<file path="src/rtl/alu_pipe.sv">
// alu_pipe: single-issue ALU with a valid/ready handshake on both sides and a
// registered result plus Z/N/C/V flags. Every operation except multiply
// completes in one cycle.
// Optional feature: define ALU_MUL_EN to build the iterative shift-add
// multiplier (sel=8, WIDTH cycles). Without it, sel=8 behaves as add.
module alu_pipe #(
  parameter int WIDTH = 16
) (
  input  logic             clk,
  input  logic             rst,
  input  logic             in_valid,
  output logic             in_ready,
  input  logic [WIDTH-1:0] in1,
  input  logic [WIDTH-1:0] in2,
  input  logic [3:0]       sel,
  output logic             out_valid,
  input  logic             out_ready,
  output logic [WIDTH-1:0] out,
  output logic             zf,
  output logic             nf,
  output logic             cf,
  output logic             vf,
  output logic             busy
);

  localparam int SHW = $clog2(WIDTH);

  localparam logic [3:0] OP_SUB  = 4'd1;
  localparam logic [3:0] OP_AND  = 4'd2;
  localparam logic [3:0] OP_OR   = 4'd3;
  localparam logic [3:0] OP_NOT  = 4'd4;
  localparam logic [3:0] OP_XOR  = 4'd5;
  localparam logic [3:0] OP_PASS = 4'd6;
  localparam logic [3:0] OP_SHL  = 4'd7;
  localparam logic [3:0] OP_MUL  = 4'd8;
  localparam logic [3:0] OP_SHR  = 4'd9;
  localparam logic [3:0] OP_ASR  = 4'd10;

  // Result register and handshake state
  logic [WIDTH-1:0] out_q, out_d;
  logic             zf_q, zf_d, nf_q, nf_d, cf_q, cf_d, vf_q, vf_d;
  logic             out_valid_q, out_valid_d;

  // Single-cycle ALU intermediates
  logic [SHW-1:0]        shamt;
  logic [WIDTH:0]        add_full, sub_full, shl_full, shr_full;
  logic signed [WIDTH:0] asr_full;
  logic [WIDTH-1:0]      alu_res;
  logic                  alu_cf, alu_vf;

  // Shared control between the single-cycle path and the multiplier
  logic             accept, drain, load_alu;
  logic             mul_sel, mul_load;
  logic [WIDTH-1:0] mul_res;
  logic             mul_cf;
  logic [WIDTH-1:0] res;
  logic             res_cf, res_vf;

  assign accept   = in_valid && in_ready;
  assign drain    = out_valid_q && out_ready;
  assign load_alu = accept && !mul_sel;
  assign shamt    = in2[SHW-1:0];

`ifdef ALU_MUL_EN
  typedef enum logic {IDLE, MUL} state_t;

  localparam logic [SHW-1:0] CNT_LAST = SHW'(WIDTH - 1);

  state_t             state_q, state_d;
  logic [SHW-1:0]     cnt_q, cnt_d;
  logic [2*WIDTH-1:0] mcand_q, mcand_d;
  logic [2*WIDTH-1:0] acc_q, acc_d;
  logic [WIDTH-1:0]   mplier_q, mplier_d;
  logic [2*WIDTH-1:0] mul_final;
  logic               mul_start, mul_last;

  assign mul_sel   = (sel == OP_MUL);
  assign mul_start = accept && mul_sel;
  assign mul_last  = (state_q == MUL) && (cnt_q == CNT_LAST);
  assign mul_load  = mul_last;
  assign mul_res   = mul_final[WIDTH-1:0];
  assign mul_cf    = |mul_final[2*WIDTH-1:WIDTH];

  // FSM state register; reset aborts any multiply in flight
  always_ff @(posedge clk or posedge rst) begin
    if (rst) state_q <= IDLE;
    else     state_q <= state_d;
  end

  // Next state: enter MUL on accepting a multiply, leave after the last bit
  always_comb begin
    state_d = state_q;
    case (state_q)
      IDLE:    if (mul_start) state_d = MUL;
      MUL:     if (cnt_q == CNT_LAST) state_d = IDLE;
      default: state_d = IDLE;
    endcase
  end

  // FSM outputs: stall the input side and flag busy while multiplying
  always_comb begin
    busy     = (state_q == MUL);
    in_ready = !rst && (state_q == IDLE) && (!out_valid_q || out_ready);
  end

  // Shift-add step: add the shifted multiplicand when the current multiplier bit is set
  always_comb begin
    cnt_d     = cnt_q;
    mcand_d   = mcand_q;
    mplier_d  = mplier_q;
    acc_d     = acc_q;
    mul_final = acc_q + (mplier_q[0] ? mcand_q : '0);
    if (mul_start) begin
      cnt_d    = '0;
      mcand_d  = {{WIDTH{1'b0}}, in1};
      mplier_d = in2;
      acc_d    = '0;
    end else if (state_q == MUL) begin
      acc_d    = mul_final;
      mcand_d  = mcand_q << 1;
      mplier_d = mplier_q >> 1;
      cnt_d    = mul_last ? '0 : cnt_q + 1'b1;
    end
  end

  // Multiplier registers; operands are captured at accept so later input changes are ignored
  always_ff @(posedge clk or posedge rst) begin
    if (rst) begin
      cnt_q    <= '0;
      mcand_q  <= '0;
      mplier_q <= '0;
      acc_q    <= '0;
    end else begin
      cnt_q    <= cnt_d;
      mcand_q  <= mcand_d;
      mplier_q <= mplier_d;
      acc_q    <= acc_d;
    end
  end
`else
  assign mul_sel  = 1'b0;
  assign mul_load = 1'b0;
  assign mul_res  = '0;
  assign mul_cf   = 1'b0;
  assign busy     = 1'b0;
  assign in_ready = !rst && (!out_valid_q || out_ready);
`endif

  // Single-cycle operations; shifts carry the last bit shifted out via a guard bit
  always_comb begin
    add_full = {1'b0, in1} + {1'b0, in2};
    sub_full = {1'b0, in1} - {1'b0, in2};
    shl_full = {1'b0, in1} << shamt;
    shr_full = {in1, 1'b0} >> shamt;
    asr_full = $signed({in1, 1'b0}) >>> shamt;
    alu_res  = add_full[WIDTH-1:0];
    alu_cf   = add_full[WIDTH];
    alu_vf   = (in1[WIDTH-1] == in2[WIDTH-1]) && (add_full[WIDTH-1] != in1[WIDTH-1]);
    case (sel)
      OP_SUB: begin
        alu_res = sub_full[WIDTH-1:0];
        alu_cf  = sub_full[WIDTH];
        alu_vf  = (in1[WIDTH-1] != in2[WIDTH-1]) && (sub_full[WIDTH-1] != in1[WIDTH-1]);
      end
      OP_AND:  begin alu_res = in1 & in2; alu_cf = 1'b0; alu_vf = 1'b0; end
      OP_OR:   begin alu_res = in1 | in2; alu_cf = 1'b0; alu_vf = 1'b0; end
      OP_NOT:  begin alu_res = ~in1;      alu_cf = 1'b0; alu_vf = 1'b0; end
      OP_XOR:  begin alu_res = in1 ^ in2; alu_cf = 1'b0; alu_vf = 1'b0; end
      OP_PASS: begin alu_res = in2;       alu_cf = 1'b0; alu_vf = 1'b0; end
      OP_SHL: begin
        alu_res = shl_full[WIDTH-1:0];
        alu_cf  = shl_full[WIDTH];
        alu_vf  = 1'b0;
      end
      OP_SHR: begin
        alu_res = shr_full[WIDTH:1];
        alu_cf  = shr_full[0];
        alu_vf  = 1'b0;
      end
      OP_ASR: begin
        alu_res = asr_full[WIDTH:1];
        alu_cf  = asr_full[0];
        alu_vf  = 1'b0;
      end
      default: ;
    endcase
  end

  // Result register next-state: load wins over drain, otherwise hold while stalled
  always_comb begin
    res         = alu_res;
    res_cf      = alu_cf;
    res_vf      = alu_vf;
    out_d       = out_q;
    zf_d        = zf_q;
    nf_d        = nf_q;
    cf_d        = cf_q;
    vf_d        = vf_q;
    out_valid_d = out_valid_q;
    if (mul_load) begin
      res    = mul_res;
      res_cf = mul_cf;
      res_vf = 1'b0;
    end
    if (load_alu || mul_load) begin
      out_d       = res;
      zf_d        = (res == '0);
      nf_d        = res[WIDTH-1];
      cf_d        = res_cf;
      vf_d        = res_vf;
      out_valid_d = 1'b1;
    end else if (drain) begin
      out_valid_d = 1'b0;
    end
  end

  // Result and flag registers
  always_ff @(posedge clk or posedge rst) begin
    if (rst) begin
      out_q       <= '0;
      zf_q        <= 1'b0;
      nf_q        <= 1'b0;
      cf_q        <= 1'b0;
      vf_q        <= 1'b0;
      out_valid_q <= 1'b0;
    end else begin
      out_q       <= out_d;
      zf_q        <= zf_d;
      nf_q        <= nf_d;
      cf_q        <= cf_d;
      vf_q        <= vf_d;
      out_valid_q <= out_valid_d;
    end
  end

  assign out       = out_q;
  assign zf        = zf_q;
  assign nf        = nf_q;
  assign cf        = cf_q;
  assign vf        = vf_q;
  assign out_valid = out_valid_q;

endmodule
</file>
<file path="config.mk">
export PLATFORM = sky130hd
export DESIGN_NAME = alu_pipe
export DESIGN_NICKNAME = d
export VERILOG_FILES = /design/src/rtl/alu_pipe.sv
export SDC_FILE = /design/constraint.sdc
export NUM_CORES = 1
export LEC_CHECK = 0
export ABC_AREA = 0
export CAP_MARGIN = 10
export CORE_ASPECT_RATIO = 2
export CORE_UTILIZATION = 30
export CTS_CLUSTER_DIAMETER = 120
export DETAILED_ROUTE_END_ITERATION = 16
export PLACE_DENSITY = 0.51
export SLEW_MARGIN = 20
export SYNTH_ARGS = -nofsm -noshare
export SYNTH_HDL_FRONTEND = slang
export SYNTH_SLANG_ARGS = --single-unit
</file>
<file path="constraint.sdc">
create_clock -name clk -period 2.62 [get_ports clk]
set_input_delay 0.262 -clock clk [delete_from_list [all_inputs] [get_ports clk]]
set_output_delay 0.262 -clock clk [all_outputs]
set_load 0.02 [all_outputs]
</file>
# --- Word level (Yosys, flattened, before mapping) ---
# Cells that the tools add are included.
word_totals:
  input_bits: 40
  regBits: 21
  output_inout_bits: 23
  wordCells: 45
classes:
  shift: 3
  muxes: 5
  n_bitwise: 4
  n_eq_ne: 13
  addsub: 2
  n_reduce_logical: 12
ops:
  columns: ["cell", "count"]
  rows:
  - ["$pmux 16 s9", 1]
  - ["$add 16x16->17", 1]
  - ["$shl 16x4->17", 1]
  - ["$shr 17x4->17", 1]
  - ["$sshr 17x4->17", 1]
  - ["$sub 16x16->17", 1]
  - ["$and 16x16->16", 1]
  - ["$eq 4x3->1 const B", 4]
  - ["$logic_not 16->1", 1]
  - ["$not 16->16", 1]
  - ["$or 16x16->16", 1]
  - ["$xor 16x16->16", 1]
  - ["$eq 4x2->1 const B", 2]
  - ["$eq 4x4->1 const B", 2]
  - ["$reduce_or 8->1", 1]
  - ["$logic_and 1x1->1", 5]
  - ["$pmux 1 s5", 1]
  - ["$reduce_or 5->1", 1]
  - ["$eq 4x1->1 const B", 1]
  - ["$ne 1x1->1", 3]
  - ["$logic_not 1->1", 2]
  - ["$mux 1", 2]
  - ["$pmux 1 s2", 1]
  - ["$reduce_bool 2->1", 1]
  - ["2 further kinds", 2]

# --- Longest topological paths before layout ---
logic_depth:
  ltp_word: 5
  depth_mapped: 16
  mapped_depth_nobuf: 13

# --- Worst setup path before layout ---
# OpenSTA, ideal clock, no wires.
synth_timing:
  path_type: "input-to-reg"
  start: "input in2[2]"
  end: "register zf_q, in the netlist zf"
  cell_stages: 15
  n_path_buf: 5
  setup_ps: 76
  path_slack_ps: -1048
  required_time_ps: 2544
  arrival_time_ps: 3591
  path_cell_list: "buf_6 > inv_1 > clkbuf_8 > buf_2 > buf_2 > ha_1 > buf_2 > nor4b_2 > o21ai_0 > and2_2 > a2111oi_2 > nor3_1 > or4_1 > or4_1 > o21ai_1"
synth_via:
  elab_chain_cells: 3
  elab_cells_between_ends: 10
  classes_between: "add/sub: 2; shift: 3; mux: 1; bitwise: 3; reduce/logical: 1"
synth_lines:
  columns: ["item", "line", "source"]
  rows:
  - ["start: declaration", "14", "input logic [WIDTH-1:0] in2,"]
  - ["$add 16x16->17, or another cell as far along", "151", "add_full = {1'b0, in1} + {1'b0, in2};"]
  - ["$pmux 16 s9 (*)", "159", "case (sel)"]
  - ["$logic_not 16->1 (*)", "207", "zf_d = (res == '0);"]
  - ["end signal: assignment", "228", "zf_q <= zf_d;"]
  - ["end: declaration", "41", "logic zf_q, zf_d, nf_q, nf_d, cf_q, cf_d, vf_q, vf_d;"]
# Every way passes the cells marked *; elsewhere a longest branch is shown, timed or not.
# A chain may end at the register's enable or synchronous reset.

# --- Worst setup path after layout ---
layout_timing:
  start: "input in2[1]"
  end: "register zf_q, in the netlist zf"
# Same word-level chain as after synthesis.

==> results by group <==
Status
  • Status: finished, violations left
  • Failing checks: setup timing

Cells and area
  • Final core utilization: 0.548
  • Most frequent cells in the layout: buf_4 (309), nand2_1 (58), nor2_1 (55)
  • Area growth, synth to finish: 80.3%
  • NumNets Final: 1190
  • Antenna cells: 0
  • Commonest non-fill, non-tap cell in the layout: buf_4
  • Fraction of layout cells with a size suffix above 1: 0.526

Worst hold path
  • Hold path cells: 2
  • HP Start: out[1]
  • Worst hold path type: register to register
  • Hold EP: out[1]

STA
  • Final Max Tran Viols: 0
  • Final setup violation count: 4
  • Clock Skews: 1.33 ps
  • Final Hold Fails: 0
  • Relative slew slack: 0.282
  • Slack of the critical path: -331 ps
  • Minimum clock period after layout: 2950 ps
  • Fin crit share: 1.13
  • Actual slew at the worst max-slew pin: 1070 ps
  • RSZ-0062 raised after global routing: yes
  • Setup TNS: -624 ps
  • Fmax: 339 MHz

CTS
  • Clock Latency Late Sink: 260 ps
  • CTS max path bufs: 2
  • CTS tree: yes
  • CTS buffer count: 3
  • Clock slew at the register clock pins of the worst setup and hold paths: 50 ps
  • Clock Sinks: 20
  • Clock root cell: clkbuf_16
  • H-tree depth: 1
  • Hold_buf cts: 0

Routing
  • Via total after detailed routing: 7783
  • Wirelength, routed: 31.6 mm
  • DRC: 0
  • Drt pass-1 iters: 5
  • Post-DRT Antenna Nets: 0
  • Post-DR wirelength/cell: 23.3 µm
  • Vias per inst: 5.75
  • DR iter-0 viols: 415

GRT
  • GRT busiest layer: met2
  • M3 GR Usage: 0.0465
  • Number of global-route vias before repair: 7803
  • First-pass GRT wire length: 46.2 mm
  • Initial antenna violation count: 1
  • Total congestion overflow: 0
  • Total track usage: 0.322
  • Largest net degree at the start of global routing: 34
  • M1 GR Usage: 0.282
  • Met2 GRT Util: 0.603

Pwr
  • Tot Pwr: 3150 µW
  • Int Pwr: 1800 µW
  • Sequential Power Share: 0.133
  • Sw Pwr: 1360 µW
  • PwrDens: 307 nW/µm²
  • P_leak: 0.00448 µW
  • Sw Share: 0.430
  • Max VDD drop: 0.320 mV
  • Comb power frac: 0.757
  • Clk pwr share: 0.110

Synthesis
  • Compound-cell area share of the yosys netlist: 0.310
  • Mapped cell area: 5700 µm²
  • Adder-cell area share of the yosys netlist: 0.115
  • Seq/Total Area, Yosys: 0.0879
  • Cells after Synth: 756
  • Seq cells post-synth: 20
  • Post-synthesis mux area share: 0.129
  • Synthesized Nets: 847
  • Main combinational cell family by area after synthesis: compound AO/OA/AOI/OAI gates
  • Top FF cell, synth: dfrtp_1
  • Synth Area per Inst: 7.54 µm²
  • Syn. warnings: 0
  • EDFF count, synth: 0
  • Simple-gate portion of the synthesized area: 0.234
  • Post-synthesis xor/xnor area fraction: 0.0108
  • Netlist cell types: 94
  • Async set or reset register ratio after synthesis: 1.00

Placement
  • DP Wirelength: 24.8 mm
  • # port buffers: 61
  • GP Congestion: 1.01

Floorplanning
  • Core area: 18700 µm²
  • Starting density of the core: 0.304
  • # rows: 71
  • Die area: 19600 µm²
  • IO Pins: 63
  • Die span in x: 99.4 µm
  • Die height: 197 µm

Setup path
  • Worst r2r path cells: 9
  • Worst path required time: 2800 ps
  • CP max FO: 5
  • Flop-to-flop setup slack: 360 ps
  • WP data arrival: 3140 ps
  • FF-to-FF Start: out_valid
  • Kind of critical path: input pin to register
  • CP Launch Type: input pin
  • Reg2reg end: zf
  • Critical Path Sink Type: register

Job
  • Number of max-cap violations: 0
final cells by class:
cell class / instances / area [µm²]
Clock buffer: 4 / 88.8
Tap cell: 255 / 319
Inverter: 47 / 214
Timing Repair Buffer: 408 / 3460
Fill cell: 1768 / 8480
Sequential cell: 20 / 500
Multi-Input combinational cell: 619 / 5680
routing by layer:
layer	part of all wire	wire length [µm]
met5	0.00029	9
met4	0.12	3910
met3	0.054	1710
met2	0.52	16500
met1	0.30	9450
cell families after synthesis:
group / after synthesis
xor gates and xnor gates: 7
adders and majority gates: 51
AOI/OAI and AO/OA: 248
muxes: 51
buffers and inverters: 117
and+or+nand+nor: 261
DFF: 20
other: 1
cells in the mapped netlist (10+ instances only):
cell type / n / area, µm²
a211oi_1: 21 / 158
a21o_1: 10 / 75.1
a21oi_1: 38 / 190
a31oi_1: 12 / 75.1
buf_2: 21 / 105
buf_6: 12 / 135
clkbuf_1: 22 / 82.6
dfrtp_1: 20 / 500
ha_1: 49 / 613
inv_1: 45 / 169
mux2i_1: 23 / 230
mux4_2: 14 / 315
nand2_1: 63 / 236
nand2b_1: 13 / 81.3
nand3_1: 22 / 110
nor2_1: 58 / 218
nor2b_1: 17 / 106
nor3_1: 24 / 120
o211ai_1: 10 / 75.1
o21ai_0: 44 / 220
o221ai_1: 10 / 87.6
o22ai_1: 13 / 81.3
power by group through the flow:
stage | combinational, µW | sequential (µW) | clock, µW
after floorplan | 856 | 502 | 0
after global placement | 1900 | 424 | 0
after detailed placement | 1900 | 425 | 0
after CTS | 2280 | 421 | 352
after global routing | 2510 | 426 | 359
final | 2390 | 419 | 348
critical path, cell delays in order:
cell and delay (ps):
buf_12 120, buf_16 140, fa_2 410, a21oi_2 190, o211ai_1 180, buf_4 190, a21o_1 190, a221o_1 360
a211oi_2 310, nand4_1 120, or4_1 510, o21ai_1 130
sequential cells by signal, indices dropped and copies added, names as in the netlist:
signal and count:
cf 1, out_valid 1, zf 1, out 16, vf 1
metrics by stage:
step,instances,setup slack [ps],instance area (µm²),hold slack [ps]
2_1_floorplan,756,-432,5810,239
4_1_cts,1343,-312,10000,448
3_3_place_gp,1285,-1160,8390,461
6_report,1353,-331,10300,472
3_5_place_dp,1285,-1160,8390,469
5_1_grt,1353,-390,10300,496
how the worst max path moves through the flow:
stage | slack (ps) | cells past startpoint | startpoint | end
detailed placement | -1160 | 12 | in1[7] | zf
global placement | -1160 | 14 | in1[0] | zf
finish | -330 | 12 | in2[1] | zf
CTS | -310 | 14 | in1[0] | zf
global route | -390 | 16 | in1[0] | zf
floorplan | -430 | 15 | in2[2] | zf
what timing repair did:
item,CTS,global route
pin swaps,76,55
setup endpoints to repair,13,10
gates cloned,2,0
gates resized for setup,339,58
setup buffers,59,14
Note: power is estimated with default switching activity, not from simulation.
